==> src/rtl/fib_pkg.sv <==
// rtl/fib_pkg.sv - shared types and constants for the Fibonacci sequencer
package fib_pkg;

  typedef enum logic [1:0] {
    IDLE = 2'd0,
    RUN  = 2'd1,
    DONE = 2'd2
  } state_e;

  localparam int FIB_WIDTH  = 16;
  localparam int FIB_IDX_W  = 5;
  localparam int FIB_SEED_A = 0;
  localparam int FIB_SEED_B = 1;

endpackage

==> src/rtl/fib_step_dp.sv <==
// rtl/fib_step_dp.sv - two-register Fibonacci datapath with sticky overflow
module fib_step_dp
  import fib_pkg::*;
#(
  parameter int WIDTH = FIB_WIDTH
) (
  input  logic             clk,
  input  logic             rst,
  input  logic             load,
  input  logic             step,
  output logic [WIDTH-1:0] a_o,
  output logic             a_ovf_o
);

  logic [WIDTH-1:0] a_q, a_d;
  logic [WIDTH-1:0] b_q, b_d;
  logic             a_ovf_q, a_ovf_d;
  logic             b_ovf_q, b_ovf_d;
  logic [WIDTH:0]   sum;

  assign sum = {1'b0, a_q} + {1'b0, b_q};

  // a_ovf trails b_ovf by one step, so it always describes the term held in a.
  always_comb begin
    a_d     = a_q;
    b_d     = b_q;
    a_ovf_d = a_ovf_q;
    b_ovf_d = b_ovf_q;
    if (load) begin
      a_d     = WIDTH'(FIB_SEED_A);
      b_d     = WIDTH'(FIB_SEED_B);
      a_ovf_d = 1'b0;
      b_ovf_d = 1'b0;
    end else if (step) begin
      a_d     = b_q;
      b_d     = sum[WIDTH-1:0];
      a_ovf_d = b_ovf_q;
      b_ovf_d = b_ovf_q | a_ovf_q | sum[WIDTH];
    end
  end

  always_ff @(posedge clk or negedge rst) begin
    if (!rst) begin
      a_q     <= WIDTH'(FIB_SEED_A);
      b_q     <= WIDTH'(FIB_SEED_B);
      a_ovf_q <= 1'b0;
      b_ovf_q <= 1'b0;
    end else begin
      a_q     <= a_d;
      b_q     <= b_d;
      a_ovf_q <= a_ovf_d;
      b_ovf_q <= b_ovf_d;
    end
  end

  assign a_o     = a_q;
  assign a_ovf_o = a_ovf_q;

endmodule

==> src/rtl/fib_seq_ctrl.sv <==
// rtl/fib_seq_ctrl.sv - request/response sequencer computing F(n) on demand
module fib_seq_ctrl
  import fib_pkg::*;
#(
  parameter int WIDTH = FIB_WIDTH,
  parameter int IDX_W = FIB_IDX_W
) (
  input  logic             clk,
  input  logic             rst,
  input  logic             req_valid,
  output logic             req_ready,
  input  logic [IDX_W-1:0] req_n,
  output logic             rsp_valid,
  input  logic             rsp_ready,
  output logic [WIDTH-1:0] rsp_value,
  output logic             rsp_ovf,
  output logic             busy
);

  state_e           state_q, state_d;
  logic [IDX_W-1:0] cnt_q, cnt_d;
  logic [WIDTH-1:0] rsp_value_q, rsp_value_d;
  logic             rsp_ovf_q, rsp_ovf_d;
  logic             load, step;
  logic [WIDTH-1:0] dp_a;
  logic             dp_a_ovf;

  fib_step_dp #(.WIDTH(WIDTH)) u_dp (
    .clk     (clk),
    .rst     (rst),
    .load    (load),
    .step    (step),
    .a_o     (dp_a),
    .a_ovf_o (dp_a_ovf)
  );

  always_comb begin
    state_d     = state_q;
    cnt_d       = cnt_q;
    rsp_value_d = rsp_value_q;
    rsp_ovf_d   = rsp_ovf_q;
    load        = 1'b0;
    step        = 1'b0;
    case (state_q)
      IDLE: begin
        if (req_valid) begin
          cnt_d   = req_n;
          load    = 1'b1;
          state_d = RUN;
        end
      end
      RUN: begin
        if (cnt_q != '0) begin
          step  = 1'b1;
          cnt_d = cnt_q - IDX_W'(1);
        end else begin
          // a is final here; capture it so the response holds through backpressure.
          rsp_value_d = dp_a;
          rsp_ovf_d   = dp_a_ovf;
          state_d     = DONE;
        end
      end
      DONE: begin
        if (rsp_ready) state_d = IDLE;
      end
      default: state_d = IDLE;
    endcase
  end

  always_ff @(posedge clk or negedge rst) begin
    if (!rst) begin
      state_q     <= IDLE;
      cnt_q       <= '0;
      rsp_value_q <= '0;
      rsp_ovf_q   <= 1'b0;
    end else begin
      state_q     <= state_d;
      cnt_q       <= cnt_d;
      rsp_value_q <= rsp_value_d;
      rsp_ovf_q   <= rsp_ovf_d;
    end
  end

  assign req_ready = (state_q == IDLE);
  assign rsp_valid = (state_q == DONE);
  assign busy      = (state_q != IDLE);
  assign rsp_value = rsp_value_q;
  assign rsp_ovf   = rsp_ovf_q;

endmodule

==> config.mk <==
export PLATFORM = sky130hd
export DESIGN_NAME = fib_seq_ctrl
export DESIGN_NICKNAME = d
export VERILOG_FILES = /design/src/rtl/fib_pkg.sv /design/src/rtl/fib_step_dp.sv /design/src/rtl/fib_seq_ctrl.sv
export SDC_FILE = /design/constraint.sdc
export NUM_CORES = 1
export LEC_CHECK = 0
export ABC_AREA = 1
export BUFFER_PORTS_ARGS = -buffer_cell sky130_fd_sc_hd__buf_2
export CAP_MARGIN = 20
export CORE_UTILIZATION = 60
export CTS_BUF_LIST = sky130_fd_sc_hd__clkbuf_2 sky130_fd_sc_hd__clkbuf_4 sky130_fd_sc_hd__clkbuf_8
export DETAILED_ROUTE_END_ITERATION = 8
export GPL_TIMING_DRIVEN = 0
export PLACE_DENSITY_LB_ADDON = 0.3
export SLEW_MARGIN = 15
export SYNTH_ARGS = -nofsm -noshare
export SYNTH_HDL_FRONTEND = slang
export SYNTH_SLANG_ARGS = --single-unit
==> constraint.sdc <==
create_clock -name clk -period 2.2 [get_ports clk]
set_input_delay 0.22 -clock clk [delete_from_list [all_inputs] [get_ports clk]]
set_output_delay 0.22 -clock clk [all_outputs]
set_load 0.02 [all_outputs]
==> results.txt, run 1 <==
Syn Std Cell Area: 0.00326 sq mm
WS Path Type: register to register
DR pass1 iterations: 4
clock latency on the worst-skew pair: 0.35 ns
share of cells above drive strength 1: 13.4%
Remaining DRCs: 0
final RePlAce weighted congestion: 0.910
CTS clock-pin slew for the worst setup and hold paths: 0.07 ns
Critical Path Source Type: register
R2R Path Start: u_dp.a_o[0]
hold_sp: rsp_ready
Worst Hold Depth: 2
sequential area share after synthesis: 44.5%
CP most frequent cell: nand2_1
Routed WL per cell: 13.3 um
most frequent cells in the layout: nand2_1 (135), inv_1 (72), dfrtp_1 (57)
Ports: 29
Synth warnings: 0
post-synthesis cell count: 425
Bufs and invs on worst path: 0
post-synthesis cell type count: 36
# Max-Cap Violations: 0
final hold violations: 0
Starting Density: 63.1%
Worst Tran Pin Value: 0.707 ns
GRT Overall Usage: 28.5%
Synth-to-Final Area Change: 13.5%
WP data arrival: 2.14 ns
TNS Setup: 0 ns
drt initial violations: 126
die width: 75.8 um
# fillers: 432
post-layout minimum cycle time: 1.92 ns
Post-DRT Antenna Nets: 0
Die Span Y: 75.8 um
via count: 2839
Antenna diodes: 0
reg2reg path depth: 10
Required @ worst endpoint: 2.42 ns
worst rel slew slack: 52.9%
worst hold-check path type: primary input to register
area share of the largest cell type after synthesis: 43.7%
Yosys reg bits: 58
final setup fails: 0
RSZ-0062 raised after global routing: no
commonest non-fill, non-tap cell in the layout: nand2_1
first-pass GRT wire length: 11.8 mm
CTS buffer count: 9
port buffer count: 28
PostCTS Resize Cnt: 0
crit-path cells: ha_1 > fa_1 > nand2_1 > nand2_1 > nand3_1 > nand2_1 > nand2_1 > nand3_1 > nand3_1 > nand2_1
fin. max-slew vios: 0
Mapped Nets: 453
Hold Path Sink: state_q[1]
fmax: 521 MHz
crit-path leading delay family: simple AND/OR/NAND/NOR gates
vias per std cell: 5.26
Longest Clk Path Bufs: 2
clock root buffer: clkbuf_8
Layout Nets: 493
# rows: 26
CP max-delay cell: fa_1
period utilization: 87.2%
detailed placement HPWL: 5.10 mm
status: finished, final reports clean
CORE AREA: 0.00517 sq mm
CP endpoint kind: register
Die ar.: 0.00574 sq mm
dominant cell type by area after synthesis: dfrtp_1
Post-Syn Area per Cell: 7.68 sq um
Detailed Route WL: 7.18 mm
vias in the first global route: 2675
RR Endpoint: u_dp.b_q[14]
synth top area cells: dfrtp_1 (44%), nand2_1 (16%), inv_1 (8.3%)
total global routing overflow: 0
H-tree depth: 3
Worst R2R Setup Slack: 0.28 ns
largest net degree at the start of global routing: 59
CP max FO: 4
initial antenna violation count: 0
skew final: 0.0109 ns
# clock sinks: 58
CTS tree: done
Slowest Stage Delay on Critical Path: 0.42 ns
timing repair:
item	CTS	global route
hold buffers	1	0
endpoints found under the setup margin	0	0
endpoints found under the hold margin	57	0
setup buffers	0	0
cells in the mapped netlist:
master and number:
nand3b_1 3, nand3_2 1, xnor2_1 2, inv_1 72, nand2_1 135, clkbuf_1 3, or2_2 1, buf_6 3
o21ai_1 15, dfstp_2 1, nand2_4 2, buf_2 1, o22ai_1 14, nor2_1 20, buf_4 3, xor2_1 1
ha_1 18, o21ai_0 24, dfrtp_1 57, a31oi_1 1, nand3_1 17, a21oi_1 13, nand4_2 1, o21bai_1 1
inv_4 1, and2_1 2, nand4_1 1, fa_1 1, nor2_4 1, inv_2 2, or2_0 1, a21oi_2 1
o31ai_1 1, o211ai_1 1, nor3_1 3, nor2_2 1
cell families after synthesis:
family	synth area share (%)
adders and majority gates	7.51
buffers and inverters	10.9
xor gates and xnor gates	0.805
DFF	44.5
AOI/OAI and AO/OA	11.8
and+or+nand+nor	24.5
worst max-delay path by stage:
stage / from / to / slack [ns] / cells past startpoint
after CTS: u_dp.a_o[0] / u_dp.b_ovf_q / 0.33 / 11
after detailed placement: u_dp.a_o[0] / u_dp.b_ovf_q / 0.37 / 11
after floorplan: u_dp.a_o[0] / u_dp.b_ovf_q / 0.51 / 11
after global placement: u_dp.a_o[0] / u_dp.b_ovf_q / 0.37 / 11
final: u_dp.a_o[0] / u_dp.b_q[14] / 0.28 / 10
after global routing: u_dp.a_o[0] / u_dp.b_q[12] / 0.21 / 9
state kept, by name, indices dropped and copies added, names as in the netlist:
name          count
u_dp.b_q         16
u_dp.a_ovf_o      1
u_dp.a_o         16
state_q           2
u_dp.b_ovf_q      1
rsp_ovf           1
rsp_value        16
cnt_q             5
per-stage QoR:
step | hold slack (ns) | setup slack, ns | area [sq um] | util, % | std cells
after floorplan | -0.0756 | 0.505 | 3260 | - | 425
after global routing | 0.0449 | 0.209 | 3700 | 71.6 | 540
after global placement | 0.394 | 0.374 | 3490 | 67.5 | 523
after detailed placement | 0.323 | 0.369 | 3490 | 67.6 | 523
after CTS | 0.0475 | 0.335 | 3700 | 71.6 | 540
final | 0.0538 | 0.282 | 3700 | 71.6 | 540
cell type report:
type / count / area [sq um] / area share, %
buffer: 10 / 72.6 / 1.96
inverter: 75 / 284 / 7.67
multi-input combinational: 282 / 1460 / 39.3
tap: 70 / 87.6 / 2.36
clock inverter: 5 / 53.8 / 1.45
clock buffer: 11 / 145 / 3.92
timing repair buffer: 29 / 153 / 4.12
sequential: 58 / 1450 / 39.2
layer usage:
metal / track usage (%) / vias up / share of wire [%]
li1: - / 1423 / -
met1: 35.3 / 1336 / 45
met2: 48.0 / 65 / 49
met3: 5.29 / 15 / 4.0
met4: 13.8 / 0 / 1.9
met5: 0 / - / 0
Power of run 1 is left out: the tool's default activity adds up to more than one toggle a clock period on the data nets, which glitch-free logic cannot reach.
==> run 2: changes to the inputs <==
Settings changed: BUFFER_PORTS_ARGS -buffer_cell sky130_fd_sc_hd__buf_2 to default, DONT_BUFFER_PORTS from default to 1.
==> results.txt, run 2 (synthesized netlist as in run 1, its figures left out) <==
# fillers: 418 (-3.2%)
Synth-to-Final Area Change: 10.4%
Post CTS Setup Buffer Count: 0 (unchanged)
# clock sinks: 58 (unchanged)
crit-path leading delay family: simple AND/OR/NAND/NOR gates
skew final: 0.00740 ns (-0.00352 ns)
WS Path Type: register to register
initial antenna violation count: 0 (unchanged)
CTS clock-pin slew for the worst setup and hold paths: 0.07 ns (about the same)
CP max FO: 3 (-1)
CORE AREA: 0.00517 sq mm (unchanged)
total global routing overflow: 0 (unchanged)
# rows: 26 (unchanged)
DR pass1 iterations: 4 (unchanged)
Bufs and invs on worst path: 0 (unchanged)
vias in the first global route: 2659 (-0.60%)
CP max-delay cell: fa_1
Worst R2R Setup Slack: 0.32 ns (+0.04 ns)
reg2reg path depth: 11 (+1)
clock root buffer: clkbuf_8
Multi-input gate area: 0.00146 sq mm (unchanged)
final hold violations: 0 (unchanged)
R2R Path Start: u_dp.a_o[0]
crit-path cells: ha_1 > fa_1 > nand2_1 > nand2_1 > and2_1 > nand2_1 > nand2_1 > nand2_1 > nand3_1 > nand2_1 > nand2_1
most frequent cells in the layout: nand2_1 (135), inv_1 (72), dfrtp_1 (57)
hold_sp: req_n[2]
fmax: 532 MHz (+2.1%)
worst hold-check path type: primary input to register
PostCTS Resize Cnt: 0 (unchanged)
Die ar.: 0.00574 sq mm (unchanged)
H-tree depth: 3 (unchanged)
Routed WL per cell: 13.8 um (+3.5%)
WP data arrival: 2.12 ns (-0.02 ns)
die width: 75.8 um (unchanged)
via count: 2706 (-4.7%)
Storage cell area: 0.00145 sq mm (unchanged)
Core Util, Final: 69.7% (-1.9 points)
Critical Path Source Type: register
Longest Clk Path Bufs: 2 (unchanged)
final RePlAce weighted congestion: 0.905 (-0.56%)
Detailed Route WL: 7.08 mm (-1.5%)
Layout Nets: 467 (-5.3%)
largest net degree at the start of global routing: 59 (unchanged)
status: finished, final reports clean
vias per std cell: 5.26 (+0.14%)
Required @ worst endpoint: 2.44 ns (+0.02 ns)
Ports: 29 (unchanged)
Antenna diodes: 0 (unchanged)
Worst Tran Pin Value: 0.546 ns (-0.161 ns)
Hold Path Sink: cnt_q[2]
Remaining DRCs: 0 (unchanged)
post-layout minimum cycle time: 1.88 ns (-0.0394 ns)
GRT Overall Usage: 29.3% (+0.80 points)
worst rel slew slack: 63.6% (+11 points)
period utilization: 85.4% (-1.8 points)
CP most frequent cell: nand2_1
commonest non-fill, non-tap cell in the layout: nand2_1
# Max-Cap Violations: 0 (unchanged)
Die Span Y: 75.8 um (unchanged)
Starting Density: 63.1% (unchanged)
Hold WS: 0.0267 ns (-0.0271 ns)
Slowest Stage Delay on Critical Path: 0.42 ns (about the same)
drt initial violations: 119 (-5.6%)
share of cells above drive strength 1: 8.11% (-5.3 points)
final setup fails: 0 (unchanged)
Post-DRT Antenna Nets: 0 (unchanged)
CP endpoint kind: register
CTS buffer count: 9 (unchanged)
port buffer count: 0 (-100%)
TNS Setup: 0 ns (unchanged)
clock latency on the worst-skew pair: 0.35 ns (about the same)
RSZ-0062 raised after global routing: no
CTS tree: done
detailed placement HPWL: 5.08 mm (-0.54%)
RR Endpoint: u_dp.b_ovf_q
fin. max-slew vios: 0 (unchanged)
first-pass GRT wire length: 12.1 mm (+2.2%)
Worst Hold Depth: 2 (unchanged)
## run 2: per-layer routing
| layer | wire, um | GRT usage (%) | vias up |
|---|---|---|---|
| met3 | 434 | 10.8 | 10 |
| met2 | 3470 | 48.0 | 63 |
| met5 | 0 | 0 | - |
| met1 | 3080 | 35.8 | 1265 |
| li1 | - | - | 1368 |
| met4 | 88 | 9.67 | 0 |
## run 2: worst max-delay path by stage
stage / start / end / slack, ns / depth (start not counted)
final: u_dp.a_o[0] / u_dp.b_ovf_q / 0.32 / 11
after global routing: u_dp.a_o[0] / u_dp.b_ovf_q / 0.22 / 11
after CTS: u_dp.a_o[0] / u_dp.b_ovf_q / 0.32 / 11
after detailed placement: u_dp.a_o[0] / u_dp.b_ovf_q / 0.36 / 11
after global placement: u_dp.a_o[0] / u_dp.b_ovf_q / 0.37 / 11
after floorplan: u_dp.a_o[0] / u_dp.b_ovf_q / 0.51 / 11
## run 2: what timing repair did
item	in CTS	in global routing
hold buffers	3	0
endpoints found under the hold margin	59	0
endpoints found under the setup margin	0	0
## run 2: through the flow
stage	worst slack, ns	area, sq um	cells
floorplan	0.505	3260	425
global placement	0.373	3350	495
detailed placement	0.361	3350	495
CTS	0.321	3600	514
global route	0.225	3600	514
finish	0.321	3600	514
## run 2: area by class of cell
cell class                      count  share of cell area (%)
Buffer                             10                    2.01
Clock buffer                       10                    3.82
Clock inverter                      6                    1.84
Inverter                           75                    7.88
Multi-Input combinational cell    282                    40.4
Sequential cell                    58                    40.3
Tap cell                           70                    2.43
Timing Repair Buffer                3                    1.32
Power of run 2 is left out for the same reason.
